==> src/rtl/adc_spi_pkg.sv <==
// Shared types and frame geometry for the serial-ADC front end.
package adc_spi_pkg;

    typedef enum logic [2:0] {
        IDLE,
        CS_SETUP,
        SHIFT,
        CS_HOLD,
        CS_IDLE
    } adc_state_e;

    localparam int FRAME_BITS   = 17;
    localparam int CMD_BITS     = 6;
    localparam int NULL_BIT_IDX = 6;
    localparam int DATA_BITS    = 10;
    localparam int OVS_FRAMES   = 4;

    // Command = start, single-ended, chan[3:0]; null bit and data slots shift out as 0.
    function automatic logic [FRAME_BITS-1:0] build_frame(input logic [3:0] chan);
        logic [FRAME_BITS-1:0] f;
        f = '0;
        f[FRAME_BITS-1 -: CMD_BITS] = {2'b11, chan};
        return f;
    endfunction

endpackage

==> src/rtl/adc_spi_frontend_sclk_gen.sv <==
// SPI clock generator: SCLK_HALF cycles low then high while enabled, with
// single-cycle strobes in the cycle before each rising/falling sclk edge.
module adc_sclk_gen #(
    parameter int SCLK_HALF = 2
) (
    input  logic clk_i,
    input  logic rst_i,
    input  logic en_i,
    output logic sclk_o,
    output logic rise_o,
    output logic fall_o
);

    localparam int CW = (SCLK_HALF > 1) ? $clog2(SCLK_HALF) : 1;

    logic [CW-1:0] cnt_q, cnt_d;
    logic          sclk_q, sclk_d;
    logic          tc;

    assign tc = en_i && (cnt_q == CW'(SCLK_HALF - 1));

    always_comb begin
        cnt_d  = cnt_q;
        sclk_d = sclk_q;
        if (!en_i) begin
            cnt_d  = '0;
            sclk_d = 1'b0;
        end else if (tc) begin
            cnt_d  = '0;
            sclk_d = ~sclk_q;
        end else begin
            cnt_d  = cnt_q + 1'b1;
        end
    end

    always_ff @(posedge clk_i or posedge rst_i) begin
        if (rst_i) begin
            cnt_q  <= '0;
            sclk_q <= 1'b0;
        end else begin
            cnt_q  <= cnt_d;
            sclk_q <= sclk_d;
        end
    end

    assign sclk_o = sclk_q;
    assign rise_o = tc && !sclk_q;
    assign fall_o = tc && sclk_q;

endmodule

==> src/rtl/adc_spi_frontend.sv <==
// Serial SAR-ADC responder: one SPI frame per adc_go, result returned with adc_valid.
// Define ADC_OVERSAMPLE_EN to average OVS_FRAMES back-to-back frames per request.
module adc_spi_frontend
    import adc_spi_pkg::*;
#(
    parameter int SCLK_HALF   = 2,
    parameter int CS_IDLE_CYC = 4
) (
    input  logic                 clk3p2M,
    input  logic                 reset,
    input  logic                 adc_go,
    input  logic [3:0]           adc_chan,
    output logic [DATA_BITS-1:0] adc_in,
    output logic                 adc_valid,
    output logic                 adc_busy,
    output logic                 adc_cs_n,
    output logic                 adc_sclk,
    output logic                 adc_mosi,
    input  logic                 adc_miso
);

    // Two synchroniser flops push the sample point two cycles past the rising
    // edge, which only stays inside the high phase for SCLK_HALF >= 2.
    localparam bit ADC_MISO_SYNC = (SCLK_HALF > 1);
    localparam int CNT_W         = 16;
    localparam logic [CNT_W-1:0] HALF_M1 = CNT_W'(SCLK_HALF - 1);
    localparam logic [CNT_W-1:0] IDLE_M1 = CNT_W'(CS_IDLE_CYC - 1);

    adc_state_e state_q, state_d;
    logic [CNT_W-1:0]      cnt_q, cnt_d;
    logic [FRAME_BITS-1:0] frame_q, frame_d;
    logic [4:0]            bit_q, bit_d;
    logic [4:0]            samp_q, samp_d;
    logic [DATA_BITS-1:0]  data_q, data_d;
    logic [DATA_BITS-1:0]  in_q, in_d;
    logic                  valid_q, valid_d;
    logic                  busy_q, busy_d;
    logic                  cs_n_q, cs_n_d;

`ifdef ADC_OVERSAMPLE_EN
    localparam int FRM_W = $clog2(OVS_FRAMES);
    localparam int SUM_W = DATA_BITS + FRM_W;
    logic [3:0]       chan_q, chan_d;
    logic [FRM_W-1:0] frm_q, frm_d;
    logic [SUM_W-1:0] sum_q, sum_d, acc;
`endif

    logic sclk_rise, sclk_fall;
    logic miso_s, samp_stb;

    adc_sclk_gen #(.SCLK_HALF(SCLK_HALF)) u_sclk (
        .clk_i  (clk3p2M),
        .rst_i  (reset),
        .en_i   (state_q == SHIFT),
        .sclk_o (adc_sclk),
        .rise_o (sclk_rise),
        .fall_o (sclk_fall)
    );

    generate
        if (ADC_MISO_SYNC) begin : g_sync
            logic [1:0] sync_q;
            logic [1:0] rise_q;
            always_ff @(posedge clk3p2M or posedge reset) begin
                if (reset) begin
                    sync_q <= '0;
                    rise_q <= '0;
                end else begin
                    sync_q <= {sync_q[0], adc_miso};
                    rise_q <= {rise_q[0], sclk_rise};
                end
            end
            assign miso_s   = sync_q[1];
            assign samp_stb = rise_q[1];
        end else begin : g_nosync
            assign miso_s   = adc_miso;
            assign samp_stb = sclk_rise;
        end
    endgenerate

    always_comb begin
        state_d = state_q;
        cnt_d   = cnt_q;
        frame_d = frame_q;
        bit_d   = bit_q;
        samp_d  = samp_q;
        data_d  = data_q;
        in_d    = in_q;
        valid_d = 1'b0;
`ifdef ADC_OVERSAMPLE_EN
        chan_d  = chan_q;
        frm_d   = frm_q;
        sum_d   = sum_q;
        acc     = sum_q + SUM_W'(data_q);
`endif

        // Command and null-bit samples are counted but never enter data_q.
        if (samp_stb) begin
            samp_d = samp_q + 5'd1;
            if (samp_q > 5'(NULL_BIT_IDX))
                data_d = {data_q[DATA_BITS-2:0], miso_s};
        end

        case (state_q)
            IDLE: begin
                if (adc_go) begin
                    frame_d = build_frame(adc_chan);
                    cnt_d   = '0;
                    bit_d   = '0;
                    samp_d  = '0;
                    state_d = CS_SETUP;
`ifdef ADC_OVERSAMPLE_EN
                    chan_d  = adc_chan;
                    frm_d   = '0;
                    sum_d   = '0;
`endif
                end
            end
            CS_SETUP: begin
                if (cnt_q == HALF_M1) begin
                    cnt_d   = '0;
                    state_d = SHIFT;
                end else begin
                    cnt_d = cnt_q + 1'b1;
                end
            end
            SHIFT: begin
                if (sclk_fall) begin
                    frame_d = {frame_q[FRAME_BITS-2:0], 1'b0};
                    if (bit_q == 5'(FRAME_BITS - 1)) begin
                        cnt_d   = '0;
                        state_d = CS_HOLD;
                    end else begin
                        bit_d = bit_q + 5'd1;
                    end
                end
            end
            CS_HOLD: begin
                if (cnt_q == HALF_M1) begin
                    cnt_d   = '0;
                    state_d = CS_IDLE;
`ifdef ADC_OVERSAMPLE_EN
                    // frm_q wraps to 0 after the last frame, which CS_IDLE reads as done.
                    frm_d = frm_q + 1'b1;
                    sum_d = acc;
                    if (frm_q == FRM_W'(OVS_FRAMES - 1)) begin
                        in_d    = acc[SUM_W-1 -: DATA_BITS];
                        valid_d = 1'b1;
                    end
`else
                    in_d    = data_q;
                    valid_d = 1'b1;
`endif
                end else begin
                    cnt_d = cnt_q + 1'b1;
                end
            end
            CS_IDLE: begin
                if (cnt_q == IDLE_M1) begin
                    cnt_d   = '0;
                    state_d = IDLE;
`ifdef ADC_OVERSAMPLE_EN
                    if (frm_q != '0) begin
                        frame_d = build_frame(chan_q);
                        bit_d   = '0;
                        samp_d  = '0;
                        state_d = CS_SETUP;
                    end
`endif
                end else begin
                    cnt_d = cnt_q + 1'b1;
                end
            end
            default: state_d = IDLE;
        endcase

        cs_n_d = !(state_d inside {CS_SETUP, SHIFT, CS_HOLD});
        busy_d = (state_d != IDLE);
    end

    always_ff @(posedge clk3p2M or posedge reset) begin
        if (reset) begin
            state_q <= IDLE;
            cnt_q   <= '0;
            frame_q <= '0;
            bit_q   <= '0;
            samp_q  <= '0;
            data_q  <= '0;
            in_q    <= '0;
            valid_q <= 1'b0;
            busy_q  <= 1'b0;
            cs_n_q  <= 1'b1;
`ifdef ADC_OVERSAMPLE_EN
            chan_q  <= '0;
            frm_q   <= '0;
            sum_q   <= '0;
`endif
        end else begin
            state_q <= state_d;
            cnt_q   <= cnt_d;
            frame_q <= frame_d;
            bit_q   <= bit_d;
            samp_q  <= samp_d;
            data_q  <= data_d;
            in_q    <= in_d;
            valid_q <= valid_d;
            busy_q  <= busy_d;
            cs_n_q  <= cs_n_d;
`ifdef ADC_OVERSAMPLE_EN
            chan_q  <= chan_d;
            frm_q   <= frm_d;
            sum_q   <= sum_d;
`endif
        end
    end

    assign adc_in    = in_q;
    assign adc_valid = valid_q;
    assign adc_busy  = busy_q;
    assign adc_cs_n  = cs_n_q;
    assign adc_mosi  = frame_q[FRAME_BITS-1];

endmodule

==> config.mk <==
export PLATFORM = sky130hd
export DESIGN_NAME = adc_spi_frontend
export DESIGN_NICKNAME = d
export VERILOG_FILES = /design/src/rtl/adc_spi_pkg.sv /design/src/rtl/adc_spi_frontend_sclk_gen.sv /design/src/rtl/adc_spi_frontend.sv
export SDC_FILE = /design/constraint.sdc
export NUM_CORES = 1
export LEC_CHECK = 0
export CORE_MARGIN = 4
export CORE_UTILIZATION = 58
export CTS_CLUSTER_DIAMETER = 30
export DETAILED_ROUTE_END_ITERATION = 6
export PLACE_DENSITY = 0.85
export SLEW_MARGIN = 20
export SYNTH_ARGS = -nofsm -noshare
export SYNTH_HDL_FRONTEND = slang
export SYNTH_SLANG_ARGS = --single-unit
export TNS_END_PERCENT = 20
==> constraint.sdc <==
create_clock -name clk3p2M -period 2.4 [get_ports clk3p2M]
set_input_delay 0.48 -clock clk3p2M [delete_from_list [all_inputs] [get_ports clk3p2M]]
set_output_delay 0.48 -clock clk3p2M [all_outputs]
set_load 0.01 [all_outputs]
# Word level (Yosys, flattened, before mapping)
# Index checks and enable logic that the tools add are counted.
# word_totals
in_bits	8
output_inout_bits	15
ff_bits	75
elab_cells	80
# op_classes
n_lt_le_gt_ge	1
bitwise_logic	1
reduce_logical	16
add_sub_neg	4
n_eq_ne	15
n_mux	29
# ops
operator	count
$mux W16	5
$pmux W16 S4	1
$mux W17	2
$pmux W17 S2	1
$mux W5	6
$mux W3	6
$add A16 B1 Y16 const B	1
$eq A16 B1 Y1 const B	1
$eq A16 B2 Y1 const B	1
$pmux W3 S5	1
$eq A3 B2 Y1 const B	4
$add A5 B1 Y5 const B	2
$ne A2 B2 Y1 const B	5
$pmux W5 S2	1
$reduce_and A4 Y1	2
$eq A3 B1 Y1 const B	2
$mux W1	6
$reduce_bool A3 Y1	2
$eq A5 B5 Y1 const B	1
$gt A5 B3 Y1 const B	1
$reduce_and A2 Y1	2
$reduce_bool A4 Y1	1
$eq A3 B3 Y1 const B	1
$logic_and A1 B1 Y1	3
other kinds (7)	8

# Depth between registers and ports, before layout
# depth
ltp_word	8
mapped_depth	8
ltp_nobuf	7

# Hierarchy
# From an unflattened synthesis, not the netlist that was laid out.
# unflattened
cells_unflattened	279
hier_area_um2	3007.9
# by_module_without_submodules
mod	cells_per_inst	area_per_inst_um2	seq_area_each_um2	instances
adc_spi_frontend	270	2915.3	1552.7	1
adc_sclk_gen	9	92.6	50.0	1

# Worst setup path after synthesis
# Ideal clock, no wire load.
# synth_timing
kind	register to register
start	register cnt_q[7]
end	register in_q[0] (netlist: adc_in[0])
arrival_time_ps	1518
n_path_buf	0
required_time_ps	2275
period_less_slack_ps	1643
setup_slack_ps	757
stages_incl_launch_ff	5
setup_ps	125
cell_sequence	dfrtp_1 > nor4_1 > and4_4 > nand3_4 > mux2_4
# synth_via
elab_chain_len	2
# synth_lines
item	line_no	source
start: declaration	adc_spi_frontend.sv:30	logic [CNT_W-1:0] cnt_q, cnt_d;
start signal: assignment	adc_spi_frontend.sv:200	cnt_q <= cnt_d;
$eq A16 B1 Y1	adc_spi_frontend.sv:139	if (cnt_q == HALF_M1) begin
$reduce_and A2 Y1 (no line)	--	
end signal: assignment	adc_spi_frontend.sv:205	in_q <= in_d;
end: declaration	adc_spi_frontend.sv:35	logic [DATA_BITS-1:0] in_q, in_d;
# Every way passes these cells.
# A chain may end at the register's enable or synchronous reset.

# Final worst setup path
# layout_timing
start	register cnt_q[11]
end	register cnt_q[2]
# layout_via
elab_chain_len	3
elab_cells_between_ends	5
cone_classes	eq/ne: 2; mux: 3
# layout_lines
item	line_no	source
$eq A16 B2 Y1 / $eq A16 B1 Y1 (equally long branches)	adc_spi_frontend.sv:159, adc_spi_frontend.sv:120, adc_spi_frontend.sv:139	
$mux W16 (on tied branches)	adc_spi_frontend.sv:159, adc_spi_frontend.sv:120, adc_spi_frontend.sv:139	
$pmux W16 S4 *	adc_spi_frontend.sv:104	case (state_q)
# Mark *: on every way between the ends. The rest lies on a longest branch, timed or not.

==> flow_summary.yaml <==
logic_synthesis:
  synthTopCellsByArea: "dfrtp_1 (52%), mux2_4 (4.9%), mux2_2 (4.1%), nand2_1 (2.9%), o21ai_0 (2.6%)"
  synth.distinct_cells: 54
  syn-cell-area_mm2: 0.003055
  syn-instance-count: 273
  async_flop_share_pct: 100.0
  synth_fp_nets: 287
  synth_flop_cell: "dfrtp_1"
  ys_seq_area_share_pct: 52.46
  ys_ff_latch: 64
  yosysWarnings: 0
  synth_top_area_share_pct: 51.60
  yosys.area.top_type: "dfrtp_1"
  avgSynthCellArea_um2: 11.19
  synth-edff-count: 0
route:
  vias_per_cell: 5.584
  drcViolationCount: 0
  num_vias: 2105
  wire_per_inst_um: 14.64
  drt_iter0_drc: 113
  dr.pass1.iters: 4
  drtAntennaViolNets: 0
  routed_wirelength_um: 5520
global_routing:
  grt_pass1_wl_um: 9908
  grt_max_degree: 65
  antenna_found_initial: 0
  grt.busiest_layer: "met2"
  met1_usage_pct: 26.28
  use_met2_pct: 31.71
  grt.met3_usage_pct: 7.063
  grt_pass1_vias: 2076
  grt-ovfl-total: 0
  grt.total_usage_pct: 20.13
timing:
  finalClockSkew_ps: 5.659
  max_freq_mhz: 491.0
  tightest_slew_ps: 549.3
  slew_headroom_pct: 63.08
  tns_ps: 0
  slew_violations: 0
  period_needed_ps: 2037
  rsz0062_at_grt: "false"
  setup_viol: 0
  hold_viol_final: 0
  post-route-period-util_pct: 84.86
pwr:
  vdd_drop_max_v: 0.0003454
  power_density_mw_per_mm2: 579.3
  p_leak_nw: 1.598
hold_path:
  worst_hold_path_type: "reg -> reg"
  hold_start: "g_sync.sync_q[0]$_DFF_PP0_"
floorplan:
  dieArea_mm2: 0.006493
  die_w_um: 80.58
  die_h_um: 80.58
  core_mm2: 0.005107
  io-pin-count: 23
  initial_core_util_pct: 59.82
  rows: 26
clock_network:
  clk_path_buf_depth: 2
  clkSlewWorstSetupHoldPaths_ps: 70
  postCtsSetupRepairBufs: 0
  worstSkewPairLatency_ps: 340
  cts.htree.levels: 3
  clock_sinks: 64
  cts_tree: "yes"
  clockRootBuffer: "clkbuf_8"
  cts_buffers: 9
  cts_resized: 0
  postCtsHoldBufs: 0
setup_path:
  endpoint_kind: "flip-flop"
  worstSetupStartpoint: "cnt_q[11]$_DFFE_PP0P_"
  crit_required_ps: 2630
  timing.rr.start: "cnt_q[11]$_DFFE_PP0P_"
  crit_slowest_cell: "a21oi_2"
  cp_max_fo: 12
  cp.arrival_ps: 2270
  start_kind: "flip-flop"
  crit_chain: "nor4_1 > nand4_1 > a21oi_2 > buf_4 > o21ai_2 > a21o_1"
  path_class: "reg -> reg"
  slowest_delay_ps: 490
run:
  cap_violations: 0
placement:
  port_buffers: 22
  place_area_mm2: 0.003347
  gp_congestion: 0.8674
  place.detailed.hpwl_um: 3820
finish:
  design_area_mm2: 0.003545
  diodes: 0
  drive_above_1_share_pct: 19.87
  area_growth_pct: 16.01
  fin_nets: 316
status:
  status: "finished clean"
## synth_stat cells (all sizes together) (2+ instances only)
cell type  number
a21o            5
a21oi          11
a22o            2
a31oi           6
and3            6
and4            2
buf             7
clkbuf          3
dfrtp          63
ha              6
inv            13
mux2           21
mux2i           3
nand2          24
nand2b          2
nand3           8
nand4           5
nor2           21
nor3            6
nor3b           2
nor4            5
o21ai          19
o22ai           3
o31a            2
or2             2
or3             5
xnor2           4
xor2            5
## area by class of cell
class	count	area [µm²]
Fill cell	390	1563
Tap cell	70	87.58
Inverter	13	48.80
Timing Repair Buffer	28	277.8
Clock inverter	5	56.30
Sequential cell	64	1603
Clock buffer	11	141.4
Multi-Input combinational cell	186	1330
## worst paths after layout
check	to	slack (ps)	depth (start not counted)
max	cnt_q[2]$_DFFE_PP0P_	360	6
min	g_sync.sync_q[1]$_DFF_PP0_	350	0
max reg2reg	cnt_q[2]$_DFFE_PP0P_	360	6
min reg2reg	g_sync.sync_q[1]$_DFF_PP0_	350	0
max in group asynchronous	adc_cs_n$_DFF_PP1_	1570	3
min in group asynchronous	adc_in[1]$_DFFE_PP0P_	520	3
## cells in the final DEF, fill, tap and decap left out, types with 3 or more instances in the layout
cell type,count
clkbuf_8,10
mux2_2,11
inv_1,12
dfrtp_1,63
ha_1,6
nor3_1,3
nor3_2,3
xnor2_1,4
nor2_1,21
nand2_1,24
or3_1,5
a21oi_1,10
a21o_1,3
clkdlybuf4s50_1,22
xor2_1,5
buf_4,5
nand4_1,5
a31oi_1,6
mux2_4,10
nand3_1,7
nor4_1,3
mux2i_1,3
o21ai_0,16
and3_1,6
## critical path, delay by kind of cell (launching register included)
kind / cells / cell delay (ps)
compound gates: 3 / 710
simple gates: 2 / 570
flops: 1 / 430
buf+inv: 1 / 220
## metal layers
layer	wire length, µm	vias to the layer above
li1	-	1023
met3	214	6
met1	2578	1033
met4	48	0
met2	2678	43
met5	0	-
## sequential cells by signal, indices dropped and copies added, names as in the netlist, 2 cells and up
signal and count:
g_sync.rise_q 2, bit_q 5, state_q 3, samp_q 5, frame_q 6, g_sync.sync_q 2, adc_in 10, cnt_q 16
data_q 10
## through the flow
stage | hold slack, ps | instances | utilization (%) | worst slack, ps | power (mW)
2_1_floorplan | 331.2 | 273 | - | 323.6 | 1.136
6_report | 348.6 | 377 | 69.40 | 363.4 | 2.054
3_5_place_dp | 336.3 | 361 | 65.53 | 295.2 | 1.161
3_3_place_gp | 334.2 | 361 | 65.53 | 323.1 | 1.159
5_1_grt | 353.2 | 377 | 69.40 | 178.0 | 2.146
4_1_cts | 351.6 | 377 | 69.40 | 352.5 | 2.082
## kinds of logic (layout without fill, tap and decap cells)
logic type | count (synthesis) | after routing | share of synthesized area, %
multiplexers | 24 | 24 | 9.951
buffers and inverters | 23 | 57 | 4.013
XOR/XNOR | 9 | 9 | 2.580
AO/OA/AOI/OAI | 54 | 54 | 11.43
adder cells (fa/ha/maj) | 6 | 6 | 2.457
flip-flops | 64 | 64 | 52.46
AND/OR/NAND/NOR | 93 | 93 | 17.12
## where the power goes
part           switching (mW)  leakage, nW  total (mW)  internal, mW
sequential            0.00583        0.806        1.09          1.09
combinational          0.0279        0.692      0.0476        0.0197
clock                   0.409       0.0993       0.915         0.506
Power figures use the tool's default switching activity.
